===== src/rtl/seg7_scan_driver.sv =====
// seg7_scan_driver
//   Time-multiplexed driver for a common-cathode seven-segment display with
//   DIGITS positions. A packed digit word is double-buffered so the shown
//   content only changes on frame boundaries. Each position gets a slot of
//   SCAN_DIV cycles, the first GUARD cycles of which keep every digit dark to
//   avoid ghosting. Nibbles are decoded to active-high segments, with optional
//   hex glyphs and leading-zero blanking.
//
// Ports
//   sys_clk      system clock, rising edge
//   sys_rst_n    asynchronous active-low reset
//   digits_in    packed nibbles, digit k = digits_in[4k+3:4k], digit 0 rightmost
//   dp_in        decimal-point request per position
//   load         capture digits_in/dp_in into the staging buffer
//   blank_in     force segments and dp off while scanning continues
//   seg          segments {g,f,e,d,c,b,a}, active-high
//   seg_dp       decimal point, active-high
//   dig_n        digit enables, active-low, at most one low
//   frame_start  one-cycle pulse when the slot of digit 0 begins
module seg7_scan_driver #(
  parameter int DIGITS   = 4,
  parameter int SCAN_DIV = 50000,
  parameter int GUARD    = 1,
  parameter int HEX_EN   = 0,
  parameter int LZ_BLANK = 1
) (
  input  logic                  sys_clk,
  input  logic                  sys_rst_n,
  input  logic [4*DIGITS-1:0]   digits_in,
  input  logic [DIGITS-1:0]     dp_in,
  input  logic                  load,
  input  logic                  blank_in,
  output logic [6:0]            seg,
  output logic                  seg_dp,
  output logic [DIGITS-1:0]     dig_n,
  output logic                  frame_start
);

  localparam int PRE_W = (SCAN_DIV > 1) ? $clog2(SCAN_DIV) : 1;
  localparam int IDX_W = (DIGITS > 1) ? $clog2(DIGITS) : 1;
  localparam logic [PRE_W-1:0] PRE_LAST = PRE_W'(SCAN_DIV - 1);
  localparam logic [IDX_W-1:0] IDX_LAST = IDX_W'(DIGITS - 1);

  // Nibble to {g,f,e,d,c,b,a}; 10..15 are blank unless hex glyphs are enabled.
  function automatic logic [6:0] decode(input logic [3:0] nib);
    logic [6:0] s;
    case (nib)
      4'd0:    s = 7'h3F;
      4'd1:    s = 7'h06;
      4'd2:    s = 7'h5B;
      4'd3:    s = 7'h4F;
      4'd4:    s = 7'h66;
      4'd5:    s = 7'h6D;
      4'd6:    s = 7'h7D;
      4'd7:    s = 7'h07;
      4'd8:    s = 7'h7F;
      4'd9:    s = 7'h6F;
      4'd10:   s = (HEX_EN != 0) ? 7'h77 : 7'h00;
      4'd11:   s = (HEX_EN != 0) ? 7'h7C : 7'h00;
      4'd12:   s = (HEX_EN != 0) ? 7'h39 : 7'h00;
      4'd13:   s = (HEX_EN != 0) ? 7'h5E : 7'h00;
      4'd14:   s = (HEX_EN != 0) ? 7'h79 : 7'h00;
      default: s = (HEX_EN != 0) ? 7'h71 : 7'h00;
    endcase
    return s;
  endfunction

  logic [PRE_W-1:0]    pre_q, pre_d;
  logic [IDX_W-1:0]    idx_q, idx_d;
  logic [4*DIGITS-1:0] stg_dig_q, stg_dig_d;
  logic [DIGITS-1:0]   stg_dp_q, stg_dp_d;
  logic                pend_q, pend_d;
  logic [4*DIGITS-1:0] disp_dig_q, disp_dig_d;
  logic [DIGITS-1:0]   disp_dp_q, disp_dp_d;
  logic [6:0]          seg_q, seg_d;
  logic                dp_q, dp_d;
  logic [DIGITS-1:0]   dign_q, dign_d;
  logic                fs_q, fs_d;

  logic                tick, boundary, in_guard;
  logic [3:0]          cur_nib;
  logic                cur_dp, cur_lz;
  logic [DIGITS-1:0]   lz_mask;
  logic                zero_above;

  // ---- stage 0: scan position and double buffer ----
  assign tick     = (pre_q == PRE_LAST);
  assign boundary = tick && (idx_q == IDX_LAST);

  always_comb begin
    pre_d      = tick ? '0 : pre_q + 1'b1;
    idx_d      = idx_q;
    if (tick) idx_d = (idx_q == IDX_LAST) ? '0 : idx_q + 1'b1;

    stg_dig_d  = load ? digits_in : stg_dig_q;
    stg_dp_d   = load ? dp_in     : stg_dp_q;
    pend_d     = pend_q;
    disp_dig_d = disp_dig_q;
    disp_dp_d  = disp_dp_q;
    if (boundary) begin
      // A load landing on the boundary cycle bypasses staging so it is not
      // delayed by a whole extra frame.
      pend_d = 1'b0;
      if (load) begin
        disp_dig_d = digits_in;
        disp_dp_d  = dp_in;
      end else if (pend_q) begin
        disp_dig_d = stg_dig_q;
        disp_dp_d  = stg_dp_q;
      end
    end else if (load) begin
      pend_d = 1'b1;
    end
  end

  // Leading-zero mask: a position is blank when it and every position above
  // it hold zero; position 0 always shows.
  always_comb begin
    zero_above = 1'b1;
    lz_mask    = '0;
    for (int k = DIGITS - 1; k >= 0; k--) begin
      zero_above = zero_above && (disp_dig_q[4*k +: 4] == 4'd0);
      lz_mask[k] = (LZ_BLANK != 0) && (k != 0) && zero_above;
    end
  end

  always_comb begin
    cur_nib = 4'd0;
    cur_dp  = 1'b0;
    cur_lz  = 1'b0;
    for (int k = 0; k < DIGITS; k++) begin
      if (idx_q == IDX_W'(k)) begin
        cur_nib = disp_dig_q[4*k +: 4];
        cur_dp  = disp_dp_q[k];
        cur_lz  = lz_mask[k];
      end
    end
  end

  // ---- stage 1: registered pin outputs ----
  assign in_guard = (pre_q < PRE_W'(GUARD));

  always_comb begin
    seg_d  = (blank_in || in_guard || cur_lz) ? 7'h00 : decode(cur_nib);
    dp_d   = !(blank_in || in_guard) && cur_dp;
    dign_d = '1;
    for (int k = 0; k < DIGITS; k++) begin
      if (!in_guard && (idx_q == IDX_W'(k))) dign_d[k] = 1'b0;
    end
    fs_d   = (pre_q == '0) && (idx_q == '0);
  end

  always_ff @(posedge sys_clk or negedge sys_rst_n) begin
    if (!sys_rst_n) begin
      pre_q      <= '0;
      idx_q      <= '0;
      stg_dig_q  <= '0;
      stg_dp_q   <= '0;
      pend_q     <= 1'b0;
      disp_dig_q <= '0;
      disp_dp_q  <= '0;
      seg_q      <= '0;
      dp_q       <= 1'b0;
      dign_q     <= '1;
      fs_q       <= 1'b0;
    end else begin
      pre_q      <= pre_d;
      idx_q      <= idx_d;
      stg_dig_q  <= stg_dig_d;
      stg_dp_q   <= stg_dp_d;
      pend_q     <= pend_d;
      disp_dig_q <= disp_dig_d;
      disp_dp_q  <= disp_dp_d;
      seg_q      <= seg_d;
      dp_q       <= dp_d;
      dign_q     <= dign_d;
      fs_q       <= fs_d;
    end
  end

  assign seg         = seg_q;
  assign seg_dp      = dp_q;
  assign dig_n       = dign_q;
  assign frame_start = fs_q;

endmodule


===== config.mk =====
export PLATFORM = sky130hd
export DESIGN_NAME = seg7_scan_driver
export DESIGN_NICKNAME = d
export VERILOG_FILES = /design/src/rtl/seg7_scan_driver.sv
export SDC_FILE = /design/constraint.sdc
export NUM_CORES = 1
export LEC_CHECK = 0
export CAP_MARGIN = 20
export CELL_PAD_IN_SITES_DETAIL_PLACEMENT = 1
export CELL_PAD_IN_SITES_GLOBAL_PLACEMENT = 2
export CORE_UTILIZATION = 34
export CTS_CLUSTER_SIZE = 10
export DETAILED_ROUTE_END_ITERATION = 6
export PLACE_DENSITY = 0.79
export SLEW_MARGIN = 5
export SYNTH_ARGS = -nofsm -noshare
export SYNTH_HDL_FRONTEND = slang
export SYNTH_SLANG_ARGS = --single-unit

===== constraint.sdc =====
create_clock -name sys_clk -period 2.1 [get_ports sys_clk]
set_input_delay 0.315 -clock sys_clk [delete_from_list [all_inputs] [get_ports sys_clk]]
set_output_delay 0.315 -clock sys_clk [all_outputs]
set_load 0.05 [all_outputs]

== Word-level counts from Yosys, hierarchy flattened ==
Memories as Yosys holds them, arrays and structs flattened.
Cells that the tools add are included.
Storage, ports and cells
  flip-flop bits (word level): 72
  bits in read-only memories: 112
  bits of input ports: 24
  output and inout port bits: 13
  word-level logic and storage cells: 64
  memories kept: 1
Memory list
  (no name shown): words 16, width 7, rd ports 1, clocked after Yosys merged registers in 0, write ports 0, RTL line 47  | case (nib)
Cells by class
  $add $sub $neg: 2
  magnitude comparators: 1
  eq/ne operators: 4
  multiplexer cells: 24
  reductions and logical operators: 21
Operators with widths (count)
  $mux W16: 3
  $mux W4: 6
  $add A16 B1 Y16 const B: 1
  $eq A16 B16 Y1 const B: 1
  $logic_not A16 Y1: 1
  $lt A16 B1 Y1 const B: 1
  $mux W1: 13
  $logic_not A4 Y1: 3
  $logic_and A1 B1 Y1: 9
  $mux W7: 1
  $eq A2 B2 Y1 const B: 2
  $reduce_bool A2 Y1: 2
  $add A2 B1 Y2 const B: 1
  $eq A2 B1 Y1 const B: 1
  $logic_not A1 Y1: 2
  $logic_not A2 Y1: 1
  $logic_or A1 B1 Y1: 2
  $mux W2: 1
  $reduce_and A2 Y1: 1

== Depth between registers and ports, before layout ==
Gate-level depths: netlist of the first run.
  depth after elaboration: 8
  depth in mapped cells: 11
  gate-level depth less buffers: 10

== Worst setup path before layout of the first run ==
No wires, ideal clock.
  kind: register -> register
  start point: register idx_q[1]
  end point: register seg_q[6] (netlist: seg[6])
  library setup time: 0.094 ns
  arrival: 2.059 ns
  data required time: 2.006 ns
  setup slack: -0.054 ns
  cell stages (with the launch flop): 11
  buffers on the path: 1
  clock period less this slack: 2.154 ns
  cells stage by stage: dfrtp_1 inv_1 ha_1 clkbuf_1 and3b_1 o221ai_1 inv_1 ha_1 nor2_1 a211oi_1 a211oi_1
On the way
  longest elaborated chain between the ends: 7
  elaborated cells on any way between the ends: 14
  classes of those cells: 3 x eq/ne; 8 x mux; 2 x reduce/logical; 1 x memory
Ends and longest elaborated chain
  start, declared: RTL line 69  | logic [IDX_W-1:0] idx_q, idx_d;
  start signal, assigned: RTL line 168  | idx_q <= idx_d;
  $logic_not A2 Y1: RTL line 132  | if (idx_q == IDX_W'(k)) begin
  $mux W4 (4 in a row): RTL line 132
  $mem_v2 Z16 W7
  $mux W7 (*): RTL line 144  | seg_d = (blank_in || in_guard || cur_lz) ? 7'h00 : decode(cur_nib);
  named net seg_d[6]: RTL line 75  | logic [6:0] seg_q, seg_d;
  end signal, assigned: RTL line 174  | seg_q <= seg_d;
  end, declared: RTL line 75
Mark *: on every way through the listed nets, which the timed path passes. The rest lies on a longest branch.
A chain may end at the register's enable or synchronous reset.

== Worst setup path in the final report of the first run ==
  start point: register idx_q[0]
  end point: register seg_q[4] (netlist: seg[4])
The elaborated chain is that of the path after synthesis.

==> results of run 1 <==
## sequential cells by signal, summed over array words and instances (netlist names)
signal,cells
idx_q,2
seg_dp,1
dig_n,4
disp_dig_q,16
pend_q,1
stg_dig_q,16
pre_q,16
disp_dp_q,4
seg,7
stg_dp_q,4
frame_start,1
## final cells by class
class | count | share of cell area
multi-input combinational | 170 | 0.3318
clock buffer | 11 | 0.03124
inverter | 13 | 0.01134
sequential | 72 | 0.3995
tap | 129 | 0.03566
timing repair buffer | 74 | 0.1623
clock inverter | 5 | 0.02820
## cells in the final DEF (no fill, tap or decap), drive strengths merged, types with 2 or more instances in the layout
cell type and count:
clkdlybuf4s50 35, nand3 9, mux2 41, nor3 3
and3 3, xnor2 8, nor2 19, inv 13
xor2 6, dfrtp 68, nor2b 4, nand2 18
clkbuf 13, a211oi 2, o211ai 6, nand4 2
nand3b 3, bufinv 4, a21oi 7, buf 36
o21ai 5, or2 2, dfstp 4, nor4 5
ha 11
## repair_timing
| action | CTS | global route |
|---|---|---|
| hold buffers | 1 | 0 |
| setup buffers | 4 | 8 |
| hold endpoints to repair | 65 | 0 |
| gates cloned | 0 | 3 |
| endpoints found under the setup margin | 22 | 27 |
| pin swaps | 2 | 11 |
| resized for setup | 11 | 20 |
## logic make-up after synthesis
group / after synthesis
buffers and inverters: 22
adders and majority gates: 11
muxes: 42
DFF: 72
xor gates and xnor gates: 14
AOI/OAI and AO/OA: 27
and+or+nand+nor: 76
## worst max-delay path, cell delays in order (launching register included)
cell	delay (ns)
dfrtp_1	0.42
buf_6	0.14
ha_4	0.17
buf_6	0.13
nand3b_1	0.15
a311o_2	0.47
mux2_4	0.32
mux2i_1	0.14
nor2_1	0.06
## path summary, 6_finish.rpt
path / end / depth (start not counted) / slack, ns / start
setup / recovery: seg[4]$_DFF_PN0_ / 8 / -0.01 / idx_q[0]$_DFFE_PN0N_
hold / removal: stg_dig_q[4]$_DFFE_PN0P_ / 1 / 0.50 / stg_dig_q[4]$_DFFE_PN0P_
setup reg to reg: seg[4]$_DFF_PN0_ / 8 / -0.01 / idx_q[0]$_DFFE_PN0N_
hold reg to reg: stg_dig_q[4]$_DFFE_PN0P_ / 1 / 0.50 / stg_dig_q[4]$_DFFE_PN0P_
max in group asynchronous: dig_n[3]$_DFF_PN1_ / 3 / 1.25 / sys_rst_n
min in group asynchronous: pre_q[9]$_DFF_PN0_ / 3 / 0.52 / sys_rst_n
## per-layer routing
layer,vias up,global-route usage,part of all wire
met3,10,0.04438,0.027
met5,-,0,0
met4,0,0.06243,0.016
li1,1068,-,-
met1,1134,0.2058,0.48
met2,32,0.2355,0.48
## power groups by stage
stage               clock network [W]  registers [W]  logic [W]
floorplan                           0        0.00149  0.0000597
global placement                    0        0.00147   0.000184
detailed placement                  0        0.00147   0.000187
CTS                           0.00151        0.00144   0.000191
global route                  0.00156        0.00145   0.000205
finish                        0.00147        0.00144   0.000186
## through the flow
step | instance area (um^2) | std cells | power [W]
after floorplan | 3314 | 264 | 0.001545
after global placement | 3979 | 442 | 0.001649
after detailed placement | 3979 | 442 | 0.001656
after CTS | 4327 | 463 | 0.003138
after global routing | 4526 | 474 | 0.003211
final | 4526 | 474 | 0.003095
==> impl_metrics.csv, run 1 <==
group,metric,value,unit
floorplan,die_y,100.6,um
timing,finalHoldViolCount,0,
hold_path,hold_class,"register to register",
clock_tree,root_buffer,"clkbuf_8",
clock_tree,htree_levels,3,
placement,gp_congestion,0.7960,
timing,maxSlewHeadroom,0.6262,
pwr,p_seq_frac,0.465,
setup_path,worstPathRequired,2.34,ns
route,drt-pass1-iter-count,4,
logic_synthesis,synth.distinct_cells,44,
timing,whs,0.5014,ns
floorplan,ios,37,
timing,tns,-0.03897,ns
clock_tree,cts_inserted_buffers,9,
global_route,grt_pass1_vias,2339,
timing,fin_ws,-0.009575,ns
pwr,p_int,0.002468,W
logic_synthesis,ys_ff_latch,72,
clock_tree,cts.sinks,72,
route,wl_per_cell,15.61,um
logic_synthesis,synth_edf_count,0,
logic_synthesis,syn_area_per_cell,12.53,um^2
logic_synthesis,synth_area,0.003308,mm^2
logic_synthesis,synth-compound-area-share,0.05635,
timing,rsz0062_at_grt,"yes",
outcome,status,"finished with violations",
timing,fin_worst_skew,0.01013,ns
timing,max_freq,474.0,MHz
finish,fin_util,0.4852,
logic_synthesis,synth_async_sr_flop_share,1.000,
timing,min_period,2.110,ns
route,wirelength,7.401,mm
floorplan,coreArea,0.009328,mm^2
logic_synthesis,yosysWarningCount,0,
logic_synthesis,muxShareOfSynthArea,0.1653,
pwr,powerDensity,683.8,mW/mm^2
placement,place_ws,-0.1572,ns
logic_synthesis,ys.flop_type,"dfrtp_1",
logic_synthesis,synth_nets,299,
logic_synthesis,synth_xor_area_frac,0.03707,
finish,antenna_cells,0,
global_route,track_usage,0.1541,
clock_tree,cts_tree,"yes",
route,remaining_drc_errors,0,
logic_synthesis,synth.largest_area_cell,"dfrtp_1",
placement,dp_hpwl,4.867,mm
floorplan,start_util,0.3547,
logic_synthesis,synthCells,264,
pwr,vdd_ir_drop_max,0.3470,mV
setup_path,worstSetupPathType,"register to register",
route,vias,2244,
timing,setup-violations-final,6,
logic_synthesis,synth_top_family_by_area,"multiplexers",
pwr,comb_power_share,0.060,
clock_tree,cts_buffer_depth,2,
floorplan,fp-row-count,35,
setup_path,end_kind,"register",
timing,fin_crit_sh,1.005,
logic_synthesis,yosys.area_share.simple,0.1222,
pwr,clock_power_share,0.474,
setup_path,arrival,2.35,ns
setup_path,startpoint_type,"register",
flow_run,drv_cap,0,
logic_synthesis,synth_most_common_cell,"dfrtp_1",
setup_path,crit_fanout,6,
finish,area_growth,36.80,%
outcome,violations,"setup timing",
global_route,antenna_found_initial,0,
global_route,grt.overflow.total,0,
finish,multiInputGateArea,0.001501,mm^2
finish,drive_gt1_frac,0.3507,
finish,final_nets,375,
pwr,p_sw_frac,0.2026,
timing,slew_violations,0,
logic_synthesis,yosysSeqAreaShare,0.5461,
logic_synthesis,yosysTopAreaCellShare,0.5144,
logic_synthesis,ys_top_cells_by_count,"dfrtp_1 (68), mux2_2 (21), mux2_4 (20)",
finish,regArea,0.001808,mm^2
placement,port_buffers,36,
logic_synthesis,ys_top_cells_by_area,"dfrtp_1 (51%), mux2_4 (9.1%), mux2_2 (7.1%)",
pwr,p_sw,0.0006269,W
timing,tightest_slew,0.5530,ns
finish,fillCellCount,978,
global_route,grt_max_degree,73,
clock_tree,clock_latency,0.35,ns
global_route,grt_pass1_wl,11.83,mm
clock_tree,clk_pin_slew,0.07,ns
logic_synthesis,synth_fa_ha_area_frac,0.04160,
floorplan,die_w,100.6,um
route,vias_per_cell,4.734,
route,first_iter_violations,47,
floorplan,dieArea,0.01013,mm^2
route,ant_nets,0,
pwr,p_leak,2.149,nW
(Power assumes the default switching activity.)
==> run 2: changes to the inputs <==
- HOLD_SLACK_MARGIN: unset -> 0.15
==> results of run 2 <==
No change in the layout: final DEF, timing and power equal those of run 1.
